===== config.mk =====
export PLATFORM = sky130hd
export DESIGN_NAME = cache_fill_sequencer_flat
export DESIGN_NICKNAME = d
export VERILOG_FILES = /design/src/rtl/cache_fill_if.sv /design/src/rtl/cache_fill_sequencer.sv /design/src/flat_wrapper.sv
export SDC_FILE = /design/constraint.sdc
export NUM_CORES = 1
export LEC_CHECK = 0
export BUFFER_PORTS_ARGS = -buffer_cell sky130_fd_sc_hd__buf_4
export CAP_MARGIN = 40
export CELL_PAD_IN_SITES_DETAIL_PLACEMENT = 0
export CELL_PAD_IN_SITES_GLOBAL_PLACEMENT = 1
export CORE_ASPECT_RATIO = 0.6
export CORE_MARGIN = 2
export CORE_UTILIZATION = 43
export CTS_CLUSTER_SIZE = 16
export DETAILED_ROUTE_END_ITERATION = 10
export PLACE_DENSITY = 0.81
export SETUP_SLACK_MARGIN = 0.2
export SYNTH_ARGS = -nofsm -noshare
export SYNTH_HDL_FRONTEND = slang
export SYNTH_SLANG_ARGS = --single-unit
export TNS_END_PERCENT = 10

===== constraint.sdc =====
create_clock -name clk -period 3 [get_ports clk]
set_input_delay 0.6 -clock clk [delete_from_list [all_inputs] [get_ports clk]]
set_output_delay 0.6 -clock clk [all_outputs]
set_load 0.005 [all_outputs]

===== src/rtl/cache_fill_if.sv =====
// Bus between the two-way cache miss port, the fill sequencer and the SDRAM burst read port.
// The "slave" modport is the sequencer; "master" is whatever drives the cache and controller sides.
interface cache_fill_if #(
  parameter int ADDR_W = 26
);
  logic              cache_req;
  logic              cache_rw;
  logic [31:0]       cache_addr;
  logic [1:0]        cache_word;
  logic              cache_fill;
  logic [15:0]       cache_data;
  logic              mem_req;
  logic [ADDR_W-1:0] mem_addr;
  logic              mem_ack;
  logic              mem_valid;
  logic [15:0]       mem_data;

  modport master (
    output cache_req, cache_rw, cache_addr, cache_word, mem_ack, mem_valid, mem_data,
    input  cache_fill, cache_data, mem_req, mem_addr
  );

  modport slave (
    input  cache_req, cache_rw, cache_addr, cache_word, mem_ack, mem_valid, mem_data,
    output cache_fill, cache_data, mem_req, mem_addr
  );
endinterface


===== src/rtl/cache_fill_sequencer.sv =====
// Fetches an aligned 4-word SDRAM burst on a cache read miss and replays it critical-word-first.
// Optional watchdog: define CACHEFILL_TIMEOUT_EN to bound the wait for the controller.
module cache_fill_sequencer #(
  parameter int ADDR_W  = 26,
  parameter int TIMEOUT = 255
) (
  input  logic       clk,
  input  logic       reset,
  cache_fill_if.slave bus,
  output logic       busy,
  output logic       fill_err,
  output logic [2:0] dbg_state
);
  // Handshake: mem_req rises with the accepted miss and stays high until the cycle
  // mem_ack is seen; each mem_valid cycle carries exactly one word, in order 0..3.
  typedef enum logic [2:0] {IDLE, REQ, COLLECT, REPLAY, DRAIN} state_t;

  state_t            state_q, state_d;
  logic [1:0]        crit_q, crit_d;
  logic [1:0]        wcnt_q, wcnt_d;
  logic [1:0]        k_q, k_d;
  logic [15:0]       buf_q [4];
  logic [15:0]       buf_d [4];
  logic              mem_req_q, mem_req_d;
  logic [ADDR_W-1:0] mem_addr_q, mem_addr_d;
  logic              cache_fill_q, cache_fill_d;
  logic [15:0]       cache_data_q, cache_data_d;
  logic              busy_q, busy_d;
  logic              go_replay;
  logic [1:0]        ridx;

`ifdef CACHEFILL_TIMEOUT_EN
  localparam int TW = $clog2(TIMEOUT + 1);
  logic [TW-1:0] tcnt_q, tcnt_d;
  logic          fill_err_q, fill_err_d;
`else
  localparam int unused_timeout = TIMEOUT;
`endif

  logic unused_addr_bits;
  assign unused_addr_bits = ^{bus.cache_addr[31:ADDR_W], bus.cache_addr[2:0]};

  always_comb begin
    state_d      = state_q;
    crit_d       = crit_q;
    wcnt_d       = wcnt_q;
    k_d          = k_q;
    buf_d        = buf_q;
    mem_req_d    = mem_req_q;
    mem_addr_d   = mem_addr_q;
    cache_fill_d = 1'b0;
    cache_data_d = cache_data_q;
    go_replay    = 1'b0;
    ridx         = crit_q + k_q;
`ifdef CACHEFILL_TIMEOUT_EN
    tcnt_d       = tcnt_q;
    fill_err_d   = fill_err_q;
`endif

    case (state_q)
      IDLE: begin
        if (bus.cache_req && bus.cache_rw) begin
          mem_addr_d = {bus.cache_addr[ADDR_W-1:3], 3'b000};
          crit_d     = bus.cache_word;
          wcnt_d     = 2'd0;
          mem_req_d  = 1'b1;
          state_d    = REQ;
`ifdef CACHEFILL_TIMEOUT_EN
          tcnt_d     = '0;
`endif
        end
      end
      REQ: begin
        if (bus.mem_ack) begin
          mem_req_d = 1'b0;
          state_d   = COLLECT;
          if (bus.mem_valid) begin
            buf_d[0] = bus.mem_data;
            wcnt_d   = 2'd1;
          end
        end
      end
      COLLECT: begin
        if (bus.mem_valid) begin
          buf_d[wcnt_q] = bus.mem_data;
          wcnt_d        = wcnt_q + 2'd1;
          go_replay     = (wcnt_q == 2'd3);
        end
      end
      REPLAY: begin
        cache_data_d = buf_q[ridx];
        k_d          = k_q + 2'd1;
        if (k_q == 2'd3) state_d = DRAIN;
      end
      DRAIN: begin
        if (!bus.cache_req) state_d = IDLE;
      end
      default: state_d = IDLE;
    endcase

`ifdef CACHEFILL_TIMEOUT_EN
    if (state_q == REQ || state_q == COLLECT) begin
      tcnt_d = tcnt_q + 1'b1;
      // A burst that completes on the same cycle the watchdog expires is kept.
      if (tcnt_q == TW'(TIMEOUT) && !go_replay) begin
        mem_req_d  = 1'b0;
        fill_err_d = 1'b1;
        for (int i = 0; i < 4; i++) begin
          if (2'(i) >= wcnt_q) buf_d[i] = 16'hFFFF;
        end
        go_replay = 1'b1;
      end
    end
`endif

    // The first replayed word leaves on the same edge the last word lands.
    if (go_replay) begin
      state_d      = REPLAY;
      cache_fill_d = 1'b1;
      cache_data_d = buf_d[crit_q];
      k_d          = 2'd1;
    end

    busy_d = (state_d != IDLE);
  end

  always_ff @(posedge clk) begin
    if (reset) begin
      state_q      <= IDLE;
      crit_q       <= 2'd0;
      wcnt_q       <= 2'd0;
      k_q          <= 2'd0;
      mem_req_q    <= 1'b0;
      mem_addr_q   <= '0;
      cache_fill_q <= 1'b0;
      cache_data_q <= 16'd0;
      busy_q       <= 1'b0;
`ifdef CACHEFILL_TIMEOUT_EN
      tcnt_q       <= '0;
      fill_err_q   <= 1'b0;
`endif
    end else begin
      state_q      <= state_d;
      crit_q       <= crit_d;
      wcnt_q       <= wcnt_d;
      k_q          <= k_d;
      mem_req_q    <= mem_req_d;
      mem_addr_q   <= mem_addr_d;
      cache_fill_q <= cache_fill_d;
      cache_data_q <= cache_data_d;
      busy_q       <= busy_d;
`ifdef CACHEFILL_TIMEOUT_EN
      tcnt_q       <= tcnt_d;
      fill_err_q   <= fill_err_d;
`endif
    end
  end

  // Buffer contents are meaningless until a burst has landed, so they are not reset.
  always_ff @(posedge clk) begin
    buf_q <= buf_d;
  end

  assign bus.mem_req    = mem_req_q;
  assign bus.mem_addr   = mem_addr_q;
  assign bus.cache_fill = cache_fill_q;
  assign bus.cache_data = cache_data_q;
  assign busy           = busy_q;
  assign dbg_state      = state_q;
`ifdef CACHEFILL_TIMEOUT_EN
  assign fill_err       = fill_err_q;
`else
  assign fill_err       = 1'b0;
`endif
endmodule


===== src/flat_wrapper.sv =====
// flat-port wrapper written by rule: the top's interface ports become plain ports
module cache_fill_sequencer_flat 
#(
  parameter int ADDR_W  = 26,
  parameter int TIMEOUT = 255
)
  (clk, reset, busy, fill_err, dbg_state, bus_cache_req, bus_cache_rw, bus_cache_addr, bus_cache_word, bus_mem_ack, bus_mem_valid, bus_mem_data, bus_cache_fill, bus_cache_data, bus_mem_req, bus_mem_addr);
  cache_fill_if #(.ADDR_W(ADDR_W)) bus_i ();
  input  logic clk;
  input  logic reset;
  output logic busy;
  output logic fill_err;
  output logic [2:0] dbg_state;
  input wire logic [$bits(bus_i.cache_req)-1:0] bus_cache_req;
  input wire logic [$bits(bus_i.cache_rw)-1:0] bus_cache_rw;
  input wire logic [$bits(bus_i.cache_addr)-1:0] bus_cache_addr;
  input wire logic [$bits(bus_i.cache_word)-1:0] bus_cache_word;
  input wire logic [$bits(bus_i.mem_ack)-1:0] bus_mem_ack;
  input wire logic [$bits(bus_i.mem_valid)-1:0] bus_mem_valid;
  input wire logic [$bits(bus_i.mem_data)-1:0] bus_mem_data;
  output wire logic [$bits(bus_i.cache_fill)-1:0] bus_cache_fill;
  output wire logic [$bits(bus_i.cache_data)-1:0] bus_cache_data;
  output wire logic [$bits(bus_i.mem_req)-1:0] bus_mem_req;
  output wire logic [$bits(bus_i.mem_addr)-1:0] bus_mem_addr;
  assign bus_i.cache_req = bus_cache_req;
  assign bus_i.cache_rw = bus_cache_rw;
  assign bus_i.cache_addr = bus_cache_addr;
  assign bus_i.cache_word = bus_cache_word;
  assign bus_i.mem_ack = bus_mem_ack;
  assign bus_i.mem_valid = bus_mem_valid;
  assign bus_i.mem_data = bus_mem_data;
  assign bus_cache_fill = bus_i.cache_fill;
  assign bus_cache_data = bus_i.cache_data;
  assign bus_mem_req = bus_i.mem_req;
  assign bus_mem_addr = bus_i.mem_addr;
  cache_fill_sequencer #(.ADDR_W(ADDR_W), .TIMEOUT(TIMEOUT)) u_core (.clk(clk), .reset(reset), .bus(bus_i), .busy(busy), .fill_err(fill_err), .dbg_state(dbg_state));
endmodule

* After elaboration in Yosys (flattened, before gate mapping)
Cells that the tools add are included.
** Cells by class
- Add/sub/neg operators :: 3
- Multiply operators :: 0
- Div/mod/pow operators :: 0
- Order comparisons :: 4
- Equal/unequal tests :: 10
- Shift operators :: 0
- Mux-type cells :: 35
- Bitwise logic cells :: 3
- Reductions and logical operators :: 11
** Operators by type and width (count)
- 16-bit 2-to-1 mux :: 9
- 16-bit binary-select mux with 2-bit select :: 2
- 64-bit bitwise mux :: 1
- 64-bit 2-to-1 mux :: 1
- 48-bit 2-to-1 mux :: 1
- 16-bit demux with 2-bit select :: 1
- 16-bit case mux with 2 select lines :: 1
- 3-bit 2-to-1 mux :: 5
- 3-bit case mux with 5 select lines :: 1
- 3-bit >= comparator, second input constant :: 3
- 2-bit NOT with 3-bit output :: 3
- 2-bit 2-to-1 mux :: 4
- 1-bit 2-to-1 mux :: 7
- 3-bit by 2-bit equality test with 1-bit output, second input constant :: 2
- 2-bit != test, second input constant :: 3
- 2-bit case mux with 3 select lines :: 1
- 3-bit nonzero test :: 2
- 5-bit AND reduction :: 1
- 2-bit by 1-bit adder with 2-bit output, second input constant :: 2
- 2-bit equality test, second input constant :: 2
- 2-bit nonzero test :: 2
- 3-bit by 1-bit equality test with 1-bit output, second input constant :: 1
- 3-bit equality test, second input constant :: 1
- 3-bit logical NOT :: 1
- 8 further kinds :: 9
** Word-level totals
- Bits in registers :: 115
- Bits in latches :: 0
- RAM bits :: 0
- ROM bits :: 0
- Bits of input ports :: 56
- Output and inout port bits :: 49
- Logic and storage cells :: 80
- Memories :: 0

* Longest topological paths before layout
- Depth in word-level cells :: 12
- Depth in mapped cells :: 9

* Worst setup path before layout
OpenSTA, ideal clock, no wires.
- Path type :: reg-to-reg
- Start :: register u_core.crit_q[0]
- End :: register u_core.cache_data_q[9], in the netlist u_core.bus.cache_data[9]
- Data arrival time :: 2089 ps
- Slack :: 779 ps
- Stages on the path, launching flop included :: 7
- Clock period less this slack :: 2221 ps
- Path through :: dfxtp_1 -> ha_1 -> buf_1 -> buf_2 -> mux4_2 -> mux2i_1 -> o22ai_2
** Between the ends
- Cells in the longest elaborated chain, start to end :: 7
** RTL lines
- start, declared :: RTL line cache_fill_sequencer.sv:19 : logic [1:0] crit_q, crit_d;
- start signal, assigned :: RTL line cache_fill_sequencer.sv:144 : crit_q <= crit_d;
- 2-bit adder :: RTL line cache_fill_sequencer.sv:54 : ridx = crit_q + k_q;
- 2-bit NOT with 3-bit output (implied by the code) :: RTL line cache_fill_sequencer.sv:91 : cache_data_d = buf_q[ridx];
- 16-bit binary-select mux with 2-bit select :: RTL line cache_fill_sequencer.sv:91
- 16-bit 2-to-1 mux (implied by the code) (2 in series) :: RTL line cache_fill_sequencer.sv:91
- 16-bit 2-to-1 mux :: RTL line cache_fill_sequencer.sv:60 : case (state_q)
- 16-bit 2-to-1 mux * :: RTL line cache_fill_sequencer.sv:117 : if (go_replay) begin
- end signal, assigned :: RTL line cache_fill_sequencer.sv:150 : cache_data_q <= cache_data_d;
- end, declared :: RTL line cache_fill_sequencer.sv:27 : logic [15:0] cache_data_q, cache_data_d;
Every way passes the cells marked *; elsewhere a longest branch is shown, timed or not. The select of a mux whose other input is x is not followed.
A chain may end at the register's enable or synchronous reset.

==> flow_summary.yaml <==
logic_synthesis:
  synth.distinct_cells: 50
  synth-async-reset-ratio: 0
  postSynthCellCount: 457
  seq_area_frac_synth: 0.4536
  synth_area_um2: 5075
  post_synth.cell_area_avg_um2: 11.10
  synth_seq_cells: 115
  synth-edff-count: 0
  ys_warn_count: 0
  synth_flop_cell: "dfxtp_1"
final_layout:
  antenna_cells: 0
  instances_no_fill: 726
  mostFrequentLayoutCells: "115 x dfxtp_1, 104 x buf_4, 66 x nand2_1"
  final_common_cell: "dfxtp_1"
  area_growth_pct: 29.29
  drive_above_1_share: 0.3958
  seq_area_um2: 2302
  fillers: 979
  multiInputGateArea_um2: 2591
  fin_nets: 615
sta:
  finalClockSkew_ns: 0.009919
  tns_ns: 0
  holdWs_ns: 0.4335
  fin_crit_sh: 0.7956
  setup_viol: 0
  fmax_mhz: 419.0
  min_period_ns: 2.387
  timing.final.max_slew_violations: 0
  slew_headroom: 0.4390
  rsz0062_at_grt: "no"
  timing_hold_violations_final: 0
  worstMarginPinSlew_ns: 0.8416
job:
  maxCapViolCount: 0
cts:
  cts_root_buf: "clkbuf_16"
  cts_max_level: 4
  hold_buffers: 0
  clock_latency_ns: 0.41
  cts_resized: 0
  cts_sinks: 115
  post_cts_buffers: 0
  numCtsBuffers: 17
  path_clk_slew_ns: 0.05
  clk_path_buf_depth: 2
  cts_tree: "yes"
power_and_ir_drop:
  power_per_cell_area_nw_per_um2: 691.3
  peakVddDrop_uv: 398.6
  p_total_mw: 4.536
  power.leakage_nw: 2.800
detailed_routing:
  vias: 3828
  wl_per_cell_um: 17.84
  drt_wl_total_mm: 12.95
  drt_iter0_drc: 253
  ant_nets: 0
  vias_per_cell: 5.273
  drt_first_pass_iters: 4
  drc: 0
setup_path:
  worstSetupPathType: "flip-flop to flip-flop"
  critPathLaunchType: "flip-flop"
  worst-path-max-fanout: 16
  worstPathRequired_ns: 3.27
  worstSetupEndpointType: "flip-flop"
  critical_path_buf_inv_count: 0
  cp_cell_sequence: "nor4bb_2, a22o_4, mux2_2, a2111oi_0, nor4_1"
  cp_top_family: "compound AO/OA/AOI/OAI gates"
  critPathMaxStageDelay_ns: 0.47
  arrival_ns: 2.65
  cpMaxStageDelayCell: "a2111oi_0"
global_route:
  grt_pass1_wl_mm: 20.29
  grt_max_degree: 40
  grt_pass1_vias: 3824
  grt_usage: 0.2156
  antenna_found_initial: 0
  overflow: 0
floorplan:
  design.die.area_um2: 12720
  core-area_um2: 11410
  fp-row-count: 30
  pin_count: 105
  die_y_um: 88.15
  start_util: 0.4447
  die_x_um: 144.3
outcome:
  status: "finished clean"
placement:
  placement.io_buffers: 91
  gp_congestion: 0.7879
  dp_hpwl_mm: 8.785
  place_inst: 694
worst_hold_path:
  hold_class: "input pin to flip-flop"
stage by stage:
step | area [µm²] | utilization | worst slack, ns
finish | 6561 | 0.5750 | 0.6133
global route | 6561 | 0.5750 | 0.4664
CTS | 6561 | 0.5750 | 0.6261
detailed placement | 5909 | 0.5179 | 0.5069
global placement | 5909 | 0.5179 | 0.6023
floorplan | 5086 | - | 0.7790
Yosys cell counts (all sizes together), types with 6 or more instances:
| library cell | n | share of area |
|---|---|---|
| nor2 | 14 | 0.011 |
| dfxtp | 115 | 0.45 |
| clkbuf | 14 | 0.010 |
| o2bb2ai | 7 | 0.012 |
| mux2i | 31 | 0.061 |
| mux2 | 64 | 0.15 |
| ha | 6 | 0.015 |
| nand2 | 68 | 0.052 |
| o221a | 7 | 0.016 |
| a21oi | 34 | 0.034 |
| o21ai | 9 | 0.0089 |
| mux4 | 16 | 0.071 |
| buf | 17 | 0.025 |
worst paths after layout:
path,from,endpoint,slack [ns],cells after the start
max,u_core.dbg_state[1]$_SDFF_PP0_,u_core.bus.cache_data[5]$_SDFFE_PP0P_,0.61,5
min,bus_cache_addr[16],u_core.bus.mem_addr[16]$_SDFFE_PP0P_,0.43,3
max reg2reg,u_core.dbg_state[1]$_SDFF_PP0_,u_core.bus.cache_data[5]$_SDFFE_PP0P_,0.61,5
min reg2reg,u_core.bus.mem_addr[12]$_SDFFE_PP0P_,u_core.bus.mem_addr[12]$_SDFFE_PP0P_,0.45,2
metal layers:
layer | track usage | vias up | routed length [µm]
li1 | - | 1859 | -
met1 | 0.3075 | 1875 | 6282
met2 | 0.3203 | 88 | 5872
met3 | 0.05960 | 6 | 703
met4 | 0.06620 | 0 | 92
met5 | 0 | - | 0
cells by family (layout without fill, tap and decap cells):
group / after synthesis / count (layout) / synth area share
multiplexers: 111 / 111 / 0.2801
AND/OR/NAND/NOR: 106 / 106 / 0.09468
adder cells (fa/ha/maj): 6 / 6 / 0.01479
other: 1 / 4 / 0.0007389
buffers and inverters: 35 / 141 / 0.03797
XOR/XNOR: 3 / 3 / 0.005178
flip-flops: 115 / 115 / 0.4536
AO/OA/AOI/OAI: 80 / 80 / 0.1129
flip-flops by register name, indices dropped and copies added (netlist names):
| name | flops |
|---|---|
| u_core.buf_q | 64 |
| u_core.bus.mem_addr | 23 |
| u_core.bus.cache_data | 16 |
| u_core.dbg_state | 3 |
| u_core.crit_q | 2 |
| u_core.k_q | 2 |
| u_core.wcnt_q | 2 |
| u_core.bus.cache_fill | 1 |
| u_core.bus.mem_req | 1 |
| u_core.busy | 1 |
where the power goes:
group / internal, mW / switching (mW) / total (mW) / leakage [nW]
sequential: 1.67 / 0.0735 / 1.74 / 0.937
combinational: 0.333 / 0.230 / 0.564 / 1.54
clock: 1.53 / 0.696 / 2.23 / 0.320
total: 3.54 / 0.999 / 4.54 / 2.80
worst min-delay path, cell delays in order:
cell and delay (ns):
buf_4 0.11, nand2_1 0.04, a21oi_1 0.05
area by class of cell:
cell class	instances	area share
inverter	4	0.002288
clock buffer	22	0.07227
sequential	115	0.3509
tap	160	0.03051
multi-input combinational	310	0.3949
timing repair buffer	105	0.1220
clock inverter	10	0.02708
(Power assumes the default switching activity.)
